--- config.mk ---
export PLATFORM = sky130hd
export DESIGN_NAME = pix_frame_capture_flat
export DESIGN_NICKNAME = d
export VERILOG_FILES = /design/src/rtl/pix_pkg.sv /design/src/rtl/pix_frame_capture_if.sv /design/src/rtl/pix_chan_accum.sv /design/src/rtl/pix_frame_capture.sv /design/src/flat_wrapper.sv
export SDC_FILE = /design/constraint.sdc
export NUM_CORES = 1
export LEC_CHECK = 0
export ABC_CLOCK_PERIOD_IN_PS = 4500
export BUFFER_PORTS_ARGS = -buffer_cell sky130_fd_sc_hd__buf_2
export CAP_MARGIN = 20
export CORE_MARGIN = 1
export CORE_UTILIZATION = 40
export CTS_BUF_LIST = sky130_fd_sc_hd__clkbuf_16
export CTS_CLUSTER_DIAMETER = 60
export DETAILED_ROUTE_END_ITERATION = 6
export GPL_ROUTABILITY_DRIVEN = 0
export PLACE_DENSITY = 0.61
export SETUP_SLACK_MARGIN = 0.05
export SYNTH_ARGS = -nofsm -noshare
export SYNTH_HDL_FRONTEND = slang
export SYNTH_SLANG_ARGS = --single-unit
--- constraint.sdc ---
create_clock -name HCLK -period 4.5 [get_ports HCLK]
set_clock_uncertainty 0.05 [all_clocks]
set_input_delay 0.9 -clock HCLK [delete_from_list [all_inputs] [get_ports HCLK]]
set_output_delay 0.9 -clock HCLK [all_outputs]
set_load 0.02 [all_outputs]
--- src/rtl/pix_pkg.sv ---
// Shared types and constants for the pixel frame capture block.
// Holds the FSM state encoding and the checksum / frame counter widths.
package pix_pkg;

  localparam int CSUM_W = 32;
  localparam int FCNT_W = 16;

  typedef enum logic [1:0] {
    IDLE    = 2'd0,
    CAPTURE = 2'd1,
    DONE    = 2'd2
  } state_t;

endpackage

--- src/rtl/pix_frame_capture_if.sv ---
// Pixel stream bundle: frame-start strobe, beat valid and packed beat data.
// The source drives through master, the capture block listens through slave.
interface pix_frame_capture_if #(
  parameter int PPB = 2,
  parameter int CH  = 3,
  parameter int DW  = 8
);

  logic                  vsync;
  logic                  hsync;
  logic [PPB*CH*DW-1:0]  pix_data;

  modport master (output vsync, output hsync, output pix_data);
  modport slave  (input  vsync, input  hsync, input  pix_data);

endinterface

--- src/rtl/pix_chan_accum.sv ---
// One colour channel: sums the PPB lanes of a beat and accumulates mod 2^32.
// clr together with en loads the beat sum, so a frame can start on its first beat.
module pix_chan_accum
  import pix_pkg::*;
#(
  parameter int PPB = 2,
  parameter int DW  = 8
) (
  input  logic              clk,
  input  logic              srst,
  input  logic              clr,
  input  logic              en,
  input  logic [PPB*DW-1:0] din,
  output logic [CSUM_W-1:0] acc
);

  logic [CSUM_W-1:0] lane [PPB];
  logic [CSUM_W-1:0] beat_sum;
  logic [CSUM_W-1:0] acc_reg;

  generate
    for (genvar gi = 0; gi < PPB; gi++) begin : g_lane
      assign lane[gi] = CSUM_W'(din[gi*DW +: DW]);
    end
  endgenerate

  always_comb begin
    beat_sum = '0;
    for (int i = 0; i < PPB; i++) begin
      beat_sum = beat_sum + lane[i];
    end
  end

  always_ff @(posedge clk) begin
    if (srst) begin
      acc_reg <= '0;
    end else if (clr) begin
      acc_reg <= en ? beat_sum : '0;
    end else if (en) begin
      acc_reg <= acc_reg + beat_sum;
    end
  end

  assign acc = acc_reg;

endmodule

--- src/rtl/pix_frame_capture.sv ---
// Frame capture: tracks column/row of incoming beats, per-channel checksums,
// frame completion and sticky protocol error flags.
module pix_frame_capture
  import pix_pkg::*;
#(
  parameter int WIDTH  = 768,
  parameter int HEIGHT = 512,
  parameter int PPB    = 2,
  parameter int CH     = 3,
  parameter int DW     = 8,
  localparam int COL_W = (WIDTH  > 1) ? $clog2(WIDTH)  : 1,
  localparam int ROW_W = (HEIGHT > 1) ? $clog2(HEIGHT) : 1
) (
  input  logic                 HCLK,
  input  logic                 HRESET,
  pix_frame_capture_if.slave   pix,
  output logic [COL_W-1:0]     col,
  output logic [ROW_W-1:0]     row,
  output logic [CH*CSUM_W-1:0] csum,
  output logic                 frame_done,
  output logic                 Write_Done,
  output logic [FCNT_W-1:0]    frame_cnt,
  output logic                 err_short,
  output logic                 err_overrun
);

  state_t              state_reg;
  logic [COL_W-1:0]    col_reg;
  logic [ROW_W-1:0]    row_reg;
  logic                frame_done_reg;
  logic                write_done_reg;
  logic [FCNT_W-1:0]   frame_cnt_reg;
  logic                err_short_reg;
  logic                err_overrun_reg;

  logic                beat;
  logic                wrap;
  logic                last_beat;
  logic [COL_W-1:0]    cur_col;
  logic [ROW_W-1:0]    cur_row;
  logic [COL_W:0]      col_adv;

  // A vsync beat is positioned at the origin of the new frame, not the old one.
  assign beat      = pix.hsync && (pix.vsync || state_reg == CAPTURE);
  assign cur_col   = pix.vsync ? '0 : col_reg;
  assign cur_row   = pix.vsync ? '0 : row_reg;
  assign col_adv   = {1'b0, cur_col} + (COL_W+1)'(PPB);
  assign wrap      = (col_adv == (COL_W+1)'(WIDTH));
  assign last_beat = beat && wrap && (cur_row == ROW_W'(HEIGHT-1));

  always_ff @(posedge HCLK) begin
    if (HRESET) begin
      state_reg       <= IDLE;
      col_reg         <= '0;
      row_reg         <= '0;
      frame_done_reg  <= 1'b0;
      write_done_reg  <= 1'b0;
      frame_cnt_reg   <= '0;
      err_short_reg   <= 1'b0;
      err_overrun_reg <= 1'b0;
    end else begin
      frame_done_reg <= 1'b0;
      if (pix.vsync && state_reg == CAPTURE) begin
        err_short_reg <= 1'b1;
      end
      if (pix.hsync && !pix.vsync && state_reg != CAPTURE) begin
        err_overrun_reg <= 1'b1;
      end
      if (last_beat) begin
        state_reg      <= DONE;
        write_done_reg <= 1'b1;
        frame_done_reg <= 1'b1;
        frame_cnt_reg  <= frame_cnt_reg + FCNT_W'(1);
        col_reg        <= '0;
        row_reg        <= '0;
      end else if (pix.vsync || beat) begin
        state_reg      <= CAPTURE;
        write_done_reg <= 1'b0;
        if (!beat) begin
          col_reg <= '0;
          row_reg <= '0;
        end else if (wrap) begin
          col_reg <= '0;
          row_reg <= cur_row + ROW_W'(1);
        end else begin
          col_reg <= col_adv[COL_W-1:0];
          row_reg <= cur_row;
        end
      end
    end
  end

  generate
    for (genvar gi = 0; gi < CH; gi++) begin : g_chan
      logic [PPB*DW-1:0] chan_data;
      for (genvar gj = 0; gj < PPB; gj++) begin : g_pix
        assign chan_data[gj*DW +: DW] = pix.pix_data[(gj*CH+gi)*DW +: DW];
      end
      pix_chan_accum #(
        .PPB (PPB),
        .DW  (DW)
      ) u_accum (
        .clk  (HCLK),
        .srst (HRESET),
        .clr  (pix.vsync),
        .en   (beat),
        .din  (chan_data),
        .acc  (csum[gi*CSUM_W +: CSUM_W])
      );
    end
  endgenerate

  assign col         = col_reg;
  assign row         = row_reg;
  assign frame_done  = frame_done_reg;
  assign Write_Done  = write_done_reg;
  assign frame_cnt   = frame_cnt_reg;
  assign err_short   = err_short_reg;
  assign err_overrun = err_overrun_reg;

endmodule

--- src/flat_wrapper.sv ---
// flat-port wrapper written by rule: the top's interface ports become plain ports
module pix_frame_capture_flat import pix_pkg::*;
#(
  parameter int WIDTH  = 768,
  parameter int HEIGHT = 512,
  parameter int PPB    = 2,
  parameter int CH     = 3,
  parameter int DW     = 8,
  localparam int COL_W = (WIDTH  > 1) ? $clog2(WIDTH)  : 1,
  localparam int ROW_W = (HEIGHT > 1) ? $clog2(HEIGHT) : 1
)
  (HCLK, HRESET, col, row, csum, frame_done, Write_Done, frame_cnt, err_short, err_overrun, pix_vsync, pix_hsync, pix_pix_data);
  pix_frame_capture_if #(.PPB(PPB), .CH(CH), .DW(DW)) pix_i ();
  input  logic HCLK;
  input  logic HRESET;
  output logic [COL_W-1:0] col;
  output logic [ROW_W-1:0] row;
  output logic [CH*CSUM_W-1:0] csum;
  output logic frame_done;
  output logic Write_Done;
  output logic [FCNT_W-1:0] frame_cnt;
  output logic err_short;
  output logic err_overrun;
  input wire logic [$bits(pix_i.vsync)-1:0] pix_vsync;
  input wire logic [$bits(pix_i.hsync)-1:0] pix_hsync;
  input wire logic [$bits(pix_i.pix_data)-1:0] pix_pix_data;
  assign pix_i.vsync = pix_vsync;
  assign pix_i.hsync = pix_hsync;
  assign pix_i.pix_data = pix_pix_data;
  pix_frame_capture #(.WIDTH(WIDTH), .HEIGHT(HEIGHT), .PPB(PPB), .CH(CH), .DW(DW)) u_core (.HCLK(HCLK), .HRESET(HRESET), .pix(pix_i), .col(col), .row(row), .csum(csum), .frame_done(frame_done), .Write_Done(Write_Done), .frame_cnt(frame_cnt), .err_short(err_short), .err_overrun(err_overrun));
endmodule
**Yosys cells after proc, flatten, opt, wreduce, memory -nomap -nowiden**

Cells that the tools add are included.

- Bits in registers: 137
- Input port bits: 52
- Output and inout bits: 135
- Word-level logic and storage cells: 57

- Add/sub/neg operators: 9
- Equal/unequal tests: 4
- Mux-type cells: 20
- Reduce and logical (&&, ||, !) cells: 12

Operators with widths:

| cell | count |
|---|---|
| $mux 32 | 6 |
| $add 32x9->32 | 3 |
| $mux 9 | 6 |
| $mux 10 | 3 |
| $add 8x8->9 | 3 |
| $add 16x1->16 const B | 1 |
| $add 10x2->11 const B | 1 |
| $eq 11x10->1 const B | 1 |
| $add 9x1->9 const B | 1 |
| $eq 9x9->1 const B | 1 |
| $logic_and 1x1->1 | 6 |
| $mux 2 | 2 |
| $reduce_bool 2->1 | 2 |
| $mux 1 | 3 |
| $eq 2x1->1 const B | 1 |
| $logic_or 1x1->1 | 2 |
| $ne 2x1->1 const B | 1 |
| $reduce_or 2->1 | 1 |
| $logic_not 1->1 | 1 |

**Logic depth before layout (Yosys ltp)**

Gate-level depths: netlist of the first run.

- Depth after elaboration: 6
- Gate-level depth with buffers: 17
- Gate-level depth less buffers: 16

**Hierarchy**

Synthesis of the first run repeated with hierarchy kept, for this count alone.

- Cells, all modules: 1120
- Area total of the unflattened synthesis: 9153.8 µm²

Modules (own cells, without submodules):

| module | instances | cells an instance | area each (µm²) |
|---|---|---|---|
| pix_chan_accum (u_core.g_chan[1].u_accum ...) | 2 | 299 | 2413.6 |
| pix_chan_accum (u_core.g_chan[0].u_accum) | 1 | 264 | 2184.6 |
| pix_frame_capture | 1 | 258 | 2142.1 |

**Least setup slack after synthesis of the first run**

OpenSTA, ideal clock, no wires.

- Path type: input port to flip-flop
- From: in pix_vsync
- To: reg u_core.col_reg[4] (netlist: u_core.col[4])
- Arrival time: 3898 ps
- Required time: 4318 ps
- Setup slack: 420 ps
- Stages: 14
- Cells stage by stage: buf_2 -> clkbuf_1 -> clkbuf_1 -> nor2b_1 -> ha_1 -> nand3_1 -> or3_1 -> nor3_1 -> ha_1 -> clkbuf_1 -> inv_1 -> nor4_2 -> clkbuf_1 -> nor3_1

- Cells in the longest elaborated chain, start to end: 6
- Elaborated cells on any way between the ends: 13
- Classes of those cells: add/sub (1); eq/ne (2); mux (4); reduce/logical (6)

Ends and longest elaborated chain:

| what | RTL line | RTL |
|---|---|---|
| start: declaration | flat_wrapper.sv:24 | `input wire logic [$bits(pix_i.vsync)-1:0] pix_vsync;` |
| $mux 10 | pix_frame_capture.sv:45 | `assign cur_col = pix.vsync ? '0 : col_reg;` |
| $add 10x2->11 | pix_frame_capture.sv:47 | `assign col_adv = {1'b0, cur_col} + (COL_W+1)'(PPB);` |
| $eq 11x10->1 | pix_frame_capture.sv:48 | `assign wrap = (col_adv == (COL_W+1)'(WIDTH));` |
| $logic_and 1x1->1 (2 in a row) | pix_frame_capture.sv:49 | `assign last_beat = beat && wrap && (cur_row == ROW_W'(HEIGHT-1));` |
| $reduce_or 2->1 (no line) | - |  |
| end signal: assignment | pix_frame_capture.sv:86 | `col_reg <= col_adv[COL_W-1:0];` |
| end: declaration | pix_frame_capture.sv:28 | `logic [COL_W-1:0] col_reg;` |

Parallel ways exist; a longest one is shown, timed or not.
A chain may end at the register's enable or synchronous reset.

**Final worst setup path of the first run**

- From: in pix_pix_data[0]
- To: reg u_core.g_chan[0].u_accum.acc_reg[31]

- Cells in the longest elaborated chain, start to end: 4

Ends and longest elaborated chain:

| what | RTL line | RTL |
|---|---|---|
| start: declaration | flat_wrapper.sv:26 | `input wire logic [$bits(pix_i.pix_data)-1:0] pix_pix_data;` |
| $add 8x8->9 | pix_chan_accum.sv:30 | `beat_sum = beat_sum + lane[i];` |
| $add 32x9->32 | pix_chan_accum.sv:40 | `acc_reg <= acc_reg + beat_sum;` |
| $mux 32 | pix_chan_accum.sv:39 | `end else if (en) begin` |
| $mux 32 | pix_chan_accum.sv:37 | `end else if (clr) begin` |
| end signal: assignment | pix_chan_accum.sv:38 | `acc_reg <= en ? beat_sum : '0;` |
| end signal: assignment | pix_chan_accum.sv:40 |  |
| end: declaration | pix_chan_accum.sv:19 | `logic [CSUM_W-1:0] acc_reg;` |

No other way between the ends. The select of a mux whose other input is x is not followed.

==> results of run 1 <==
==> power groups by stage <==
stage,Combinational (mW),Sequential (mW),Clock [mW]
6_report,0.764,1.25,1.40
3_3_place_gp,0.753,1.28,0
4_1_cts,0.763,1.25,1.43
2_1_floorplan,0.522,1.30,0
3_5_place_dp,0.759,1.28,0
5_1_grt,0.852,1.26,1.48
==> routing by layer <==
layer / track usage [%] / vias up / wire length [µm]
li1: - / 4261 / -
met2: 35.9 / 156 / 10800
met3: 5.05 / 21 / 1220
met4: 6.28 / 0 / 356
met5: 0 / - / 0
met1: 29.0 / 3964 / 11700
==> layout make-up <==
type / count / share of cell area [%]
inverters: 41 / 1.46
repair buffers: 213 / 10.7
clock inverters: 15 / 1.47
multi-input cells: 845 / 53.2
flip-flops and latches: 136 / 25.8
well taps: 275 / 3.26
clock buffers: 17 / 4.03
==> final timing paths <==
kind	slack (ns)	end	cells after the start
min reg2reg	0.42	u_core.err_short	2
max reg2reg	1.23	u_core.frame_cnt[15]	8
max	0.46	u_core.g_chan[0].u_accum.acc[31]	16
min	0.42	u_core.err_short	2
==> metrics by stage <==
stage / worst slack (ns) / instance area (µm²)
floorplan: 0.420 / 8660
global placement: 0.114 / 9970
detailed placement: 0.0739 / 9970
CTS: 0.497 / 10500
global route: 0.161 / 10500
finish: 0.458 / 10500
==> cell families (layout without fill, tap and decap cells) <==
group	after synthesis	count (layout)	synth area share, %
flops	136	136	31.5
buf+inv	88	286	3.95
mux	16	16	1.92
compound gates	258	258	19.7
fa+ha+maj	61	61	9.34
simple gates	418	418	24.3
xor+xnor	92	92	9.31
==> cell usage after synthesis (18+ instances only) <==
master / instances / area (µm²)
xnor2_1: 63 / 552
inv_1: 41 / 154
a21oi_1: 69 / 345
o211ai_1: 21 / 158
nor4_1: 18 / 113
xor2_1: 29 / 254
nand4_1: 25 / 156
clkbuf_1: 41 / 154
and3_1: 18 / 113
nand3_1: 26 / 130
dfxtp_1: 136 / 2720
nor2b_1: 21 / 131
nor3_1: 34 / 170
nor2_1: 119 / 447
o21ai_0: 45 / 225
nand2_1: 91 / 342
ha_1: 55 / 688
==> critical path, stage by stage <==
cell       delay, ns
buf_2           0.08
ha_1            0.22
inv_1           0.07
fa_1            0.39
nand2b_1        0.15
a21boi_0        0.25
o21a_1          0.18
nor2_1          0.07
ha_1            0.39
and3_1          0.20
a2111oi_0       0.10
buf_4           0.15
o21bai_1        0.38
nand2_1         0.23
o311ai_0        0.38
o41ai_1         0.13
==> flow_summary.ini, run 1 <==
[pwr]
p_leak_nw = 4.41
power.net_switching_mw = 1.06
seq_power_share_pct = 36.7
power_density_nw_per_um2 = 324
irDropWorstVdd_v = 0.000213
power_frac_comb_pct = 22.4
power.internal_mw = 2.35
p_clk_share_pct = 40.9
total_power_mw = 3.41
p_sw_share_pct = 31.0

[timing]
grt_setup_unrepaired = false
hold_viol_final = 0
layout_min_cycle_time_ns = 4.04
setup_viol = 0
worst_slew_pin_slew_ns = 0.821
slew_violations = 0
finalCritPeriodShare_pct = 89.8
hold_ws_ns = 0.417
relSlewSlack_pct = 45.3
max_freq_mhz = 247
fin_tns_setup_ns = 0

[final_layout]
layout_commonest_cell = buf_2
fill_cells = 2137
layout_common_cells = 186 x buf_2, 136 x dfxtp_1, 119 x nor2_1, 91 x nand2_1, 69 x a21oi_1
antenna_cells = 0
multi_input_area_um2 = 5610
fin_cells = 1542
largest_reg_flops = 96
layout-drive-gt1-share_pct = 20.8
layout.area.seq_um2 = 2720
syn_to_final_growth_pct = 21.9
final_core_util_pct = 50.0
nets = 1367

[setup_path]
critPathCaptureType = register
worst_ep_arrival_time_ns = 4.29
reg2reg_from = u_core.col[2]
required_ns = 4.74
path_class = primary input to register
cp-startpoint = pix_pix_data[0]
cp_max_fo = 7
startpoint_type = primary input

[floorplan]
core_um2 = 21100
die_h_um = 149
ios = 187
die_x_um = 149
start_util_pct = 41.0
die_area_um2 = 22200
fp-row-count = 53

[synth]
syn_inst = 1069
ys.flop_type = dfxtp_1
yosysWarnings = 0
ys_types = 68
synth_edf_count = 0
syn-mean-instance-area_um2 = 8.10
yosysSeqAreaShare_pct = 31.5
syn-num-nets = 1182
synth-async-reset-ratio_pct = 0
ys_seq_elements = 136
syn_area_um2 = 8660

[job]
drv_cap = 0

[global_route]
grt_pass1_vias = 7700
grt_pass1_wl_um = 38900
grt_overflow = 0
grt.total_usage_pct = 22.1
grt_max_degree = 71
antenna_found_initial = 0

[clock_network]
post_cts_buffers = 0
ctsLongestPathBuffers = 2
cts-buffers-inserted = 17
cts_tree = built
h-tree-depth = 4
cts_root_buf = clkbuf_16
post_cts_resize_count = 0
cts.clk_slew.worst_paths_ns = 0.06
clkSinkCount = 136
hold_buffers = 0
clk_latency_ns = 0.42

[route]
dr.first_iter.drc_count = 380
wire_per_inst_um = 15.7
antenna_left = 0
wl_um = 24100
vias = 8402
vias_per_cell = 5.45
first_pass_iters = 5
route.detailed.drc = 0

[placed_design]
place_inst = 1510
dp_hpwl_um = 17500
port_buffers = 186

[status]
status = finished, final reports clean

[min_path]
min_from = u_core.err_short
hold_path_class = register to register
No activity file was read; power rests on OpenSTA's default activity.
==> run 2, diff against run 1 <==
Settings changed: CORE_UTILIZATION 40 to 23, PLACE_DENSITY 0.61 to 0.39, TNS_END_PERCENT set to 1.
==> run 2 against run 1 <==
Non-clock buffer count increased by 6. First-iteration DRC count decreased by 17%. Critical endpoint is now u_core.g_chan[0].u_accum.acc[28]. Wire length increased by 20%. Utilization decreased by 20 points. Critical path depth unchanged. Largest cell class unchanged. Count of clock-buffer cells in the layout unchanged.
==> flow_summary.ini, run 2 (synthesized netlist as in run 1, its figures left out) <==
[status]
status = finished, final reports clean

[route]
wire_per_inst_um = 16.6
vias = 8287
dr.first_iter.drc_count = 316
antenna_left = 0
route.detailed.drc = 0
wl_um = 28900
vias_per_cell = 4.76
first_pass_iters = 4

[final_layout]
fill_cells = 3993
layout-drive-gt1-share_pct = 21.4
syn_to_final_growth_pct = 25.6
multi_input_area_um2 = 5620
nets = 1373
layout_common_cells = 186 x buf_2, 136 x dfxtp_1, 118 x nor2_1, 91 x nand2_1, 69 x a21oi_1
largest_reg_flops = 96
antenna_cells = 0
layout.area.seq_um2 = 2720
layout_commonest_cell = buf_2

[setup_path]
r2r_cells = 8
required_ns = 4.82
slowest_delay_ns = 0.43
reg2reg_from = u_core.col[2]
worst_ep_arrival_time_ns = 4.28
slowest_stage = fa_1
critPathCaptureType = register
startpoint_type = primary input
rrSetupSlack_ns = 1.29
crit_chain = buf_2 > ha_1 > inv_1 > fa_1 > nand2b_1 > a21boi_0 > o21a_1 > nor2_1 > ha_1 > o21ai_0 > o21ai_0 > a311o_1 > nand2_1 > buf_4 > nor4_1 > mux2i_1
critPathCapture = u_core.g_chan[0].u_accum.acc[28]
cp_max_fo = 13
cp-startpoint = pix_pix_data[0]
path_class = primary input to register
r2r-end = u_core.frame_cnt[15]

[clock_network]
cts.clk_slew.worst_paths_ns = 0.06
h-tree-depth = 4
post_cts_resize_count = 0
clkSinkCount = 136
post_cts_buffers = 0
cts_root_buf = clkbuf_16
cts_tree = built
hold_buffers = 0
ctsLongestPathBuffers = 2
clk_latency_ns = 0.44
cts-buffers-inserted = 17

[timing]
worst_slew_pin_slew_ns = 0.993
grt_setup_unrepaired = false
finalCritPeriodShare_pct = 88.0
slew_violations = 0
max_freq_mhz = 252
layout_min_cycle_time_ns = 3.96
relSlewSlack_pct = 33.7
hold_ws_ns = 0.425
hold_viol_final = 0
setup_viol = 0

[floorplan]
start_util_pct = 23.5
die_area_um2 = 38400
die_x_um = 196
die_h_um = 196
ios = 187
fp-row-count = 70
core_um2 = 36800

[pwr]
p_leak_nw = 4.46
irDropWorstVdd_v = 0.000260
total_power_mw = 3.52
power_density_nw_per_um2 = 324

[global_route]
grt_pass1_wl_um = 45500
grt.total_usage_pct = 15.3
grt_overflow = 0
antenna_found_initial = 1
grt_max_degree = 56
grt_pass1_vias = 7947

[placed_design]
dp_hpwl_um = 21800
port_buffers = 186

[min_path]
hold_path_class = register to register

[job]
drv_cap = 0
[run 2: routing by layer]
layer	track usage (%)	routed length (µm)
met4	4.37	332
met5	0	0
met3	3.78	1270
met2	25.5	13700
met1	19.4	13600
[run 2: worst max-delay path, delay by kind of cell]
family	cells	cell delay (ns)
AOI/OAI and AO/OA	5	1.20
adders and majority gates	3	0.96
and+or+nand+nor	4	0.67
buffers and inverters	3	0.33
muxes	1	0.24
[run 2: through the flow]
stage	std cells	setup TNS (ns)	utilization, %	worst slack [ns]	area [µm²]
floorplan	1069	0	-	0.420	8660
global placement	1708	0	27.9	0.0606	10200
detailed placement	1709	-0.130	27.9	-0.0950	10300
CTS	1741	0	29.5	0.363	10900
global route	1741	0	29.5	0.249	10900
finish	1741	0	29.5	0.539	10900
[run 2: worst min-delay path by stage]
stage,start,to,slack [ns],cells past startpoint
after floorplan,u_core.state_reg[0],u_core.state_reg[0],0.41,1
after global placement,u_core.err_overrun,u_core.err_overrun,0.40,2
after detailed placement,u_core.err_overrun,u_core.err_overrun,0.40,2
after CTS,u_core.err_short,u_core.err_short,0.43,2
after global routing,u_core.err_short,u_core.err_short,0.44,2
final,u_core.err_short,u_core.err_short,0.42,2
[run 2: final cells by class]
| cell class | instances | area share, % |
|---|---|---|
| clock buffer | 17 | 3.91 |
| clock inverter | 15 | 1.65 |
| inverter | 41 | 1.42 |
| multi-input combinational | 845 | 51.7 |
| sequential | 136 | 25.1 |
| tap | 468 | 5.39 |
| timing repair buffer | 219 | 10.9 |
[run 2: power by group]
part | internal (mW) | switching, mW
Sequential | 1.23 | 0.0246
Combinational | 0.314 | 0.475
Clock | 0.872 | 0.603
==> run 3, diff against run 2 <==
Settings changed: CAP_MARGIN 20 to not set, CORE_UTILIZATION 23 to 56, PLACE_DENSITY 0.39 to 0.81, SLEW_MARGIN set to 20.
==> run 3 against run 2 <==
Hold slack better by 0.0023 ns. Via count up 5.0%. Cell count down 17%. Sequential power about the same. Largest power group unchanged.
==> flow_summary.ini, run 3 (synthesized netlist as in run 1, its figures left out) <==
[status]
status = finished, final reports clean

[timing]
setup_viol = 0
slew_violations = 0
hold_viol_final = 0
max_freq_mhz = 253
grt_setup_unrepaired = false
worst_slew_pin_slew_ns = 0.979
fin_tns_setup_ns = 0
relSlewSlack_pct = 34.5
layout_min_cycle_time_ns = 3.96
finalCritPeriodShare_pct = 87.9

[floorplan]
start_util_pct = 57.1
die_area_um2 = 16000
die_x_um = 126
core_um2 = 15100
fp-row-count = 45
ios = 187
die_h_um = 126

[global_route]
grt_pass1_wl_um = 38200
grt_overflow = 0
grt.total_usage_pct = 29.4
grt_max_degree = 72
grt_pass1_vias = 8049
antenna_found_initial = 0

[clock_network]
cts_root_buf = clkbuf_16
cts_tree = built
ctsLongestPathBuffers = 2
post_cts_buffers = 0
clkSinkCount = 136
cts.clk_slew.worst_paths_ns = 0.06
clk_latency_ns = 0.42
hold_buffers = 0
post_cts_resize_count = 0
cts-buffers-inserted = 17
h-tree-depth = 4

[final_layout]
layout_commonest_cell = buf_2
antenna_cells = 0
nets = 1362
syn_to_final_growth_pct = 20.6
largest_reg_flops = 96
layout-drive-gt1-share_pct = 20.4
layout_common_cells = 186 x buf_2, 136 x dfxtp_1, 119 x nor2_1, 91 x nand2_1, 69 x a21oi_1
fin_cells = 1450
fill_cells = 1239

[setup_path]
slowest_stage = nor2_1
crit_chain = buf_2 > ha_1 > inv_1 > fa_1 > nor2b_1 > o21a_1 > o21ai_0 > a21o_1 > nand2b_1 > a21o_1 > ha_1 > o21a_1 > nor2_1 > buf_4 > a211oi_1 > a21o_1 > a21oi_1
slowest_delay_ns = 0.74
worst_ep_arrival_time_ns = 4.27
path_class = primary input to register
cpMostUsedCell = a21o_1
startpoint_type = primary input
worst-path-buf-inv = 3
critPathCaptureType = register
path_delay_family = compound AO/OA/AOI/OAI gates
required_ns = 4.81
cp_max_fo = 16

[pwr]
seq_power_share_pct = 36.3
p_clk_share_pct = 41.6
p_sw_share_pct = 30.3
power_frac_comb_pct = 22.1
irDropWorstVdd_v = 0.000290
power.net_switching_mw = 1.05
power.internal_mw = 2.41
p_leak_nw = 4.39
power_density_nw_per_um2 = 331

[route]
wl_um = 23100
first_pass_iters = 5
vias_per_cell = 6.00
vias = 8698
antenna_left = 0
route.detailed.drc = 0
wire_per_inst_um = 16.0
dr.first_iter.drc_count = 569

[min_path]
hold_path_class = register to register

[placed_design]
dp_hpwl_um = 16500
place_inst = 1418
port_buffers = 186

[job]
drv_cap = 0
==> run 3: cell types whose count changed in the layout (fill, tap and decap cells not counted) <==
cell,change
clkinv_4,-2
buf_4,-11
o21bai_1,+1
buf_6,-1
inv_6,+1
o21bai_2,-1
nor2_2,-1
clkinv_2,-1
buf_12,+1
clkinv_1,+1
clkinvlp_4,+1
nor2_1,+1
==> run 3: metrics by stage <==
stage	utilization [%]	cell area (µm²)	worst slack (ns)	power, mW	hold slack, ns
floorplan	-	8660	0.420	1.83	0.406
global placement	64.9	9830	0.301	2.01	0.392
detailed placement	64.9	9830	0.194	2.03	0.412
CTS	68.9	10400	0.614	3.46	0.428
global route	68.9	10400	0.259	3.60	0.450
finish	68.9	10400	0.542	3.45	0.427
==> run 3: worst reg2reg max path: cells and delay by family (launching register included) <==
family / cells / cell delay (ns)
DFF: 1 / 0.34
and+or+nand+nor: 7 / 1.81
muxes: 1 / 0.35
adders and majority gates: 2 / 0.68
==> run 3: layer usage <==
metal	GRT usage (%)	up-vias	wire (µm)
met3	5.57	48	1320
met4	11.5	0	567
met1	37.7	4085	10300
met5	0	-	0
met2	48.9	325	10900
li1	-	4240	-
==> run 3: layout make-up <==
class	instances	area, µm²	area share [%]
multi-input combinational	845	5610	53.8
sequential	136	2720	26.1
clock inverter	15	176	1.69
inverter	41	154	1.47
timing repair buffer	208	1110	10.6
clock buffer	17	425	4.08
tap	188	235	2.25
==> run 3: power by group through the flow <==
stage | Sequential [mW] | Combinational, mW | Clock [mW]
after floorplan | 1.30 | 0.522 | 0
after global placement | 1.28 | 0.734 | 0
after detailed placement | 1.28 | 0.748 | 0
after CTS | 1.25 | 0.758 | 1.45
after global routing | 1.26 | 0.850 | 1.50
final | 1.25 | 0.764 | 1.43
==> run 3: path summary, 6_finish.rpt <==
path,from,to,depth (start not counted),slack (ns)
worst max-delay path,pix_pix_data[16],u_core.g_chan[2].u_accum.acc[17],17,0.54
worst min-delay path,u_core.g_chan[1].u_accum.acc[5],u_core.g_chan[1].u_accum.acc[5],2,0.43
worst max register to register,u_core.row[0],u_core.frame_cnt[15],10,1.17
worst min register to register,u_core.g_chan[1].u_accum.acc[5],u_core.g_chan[1].u_accum.acc[5],2,0.43
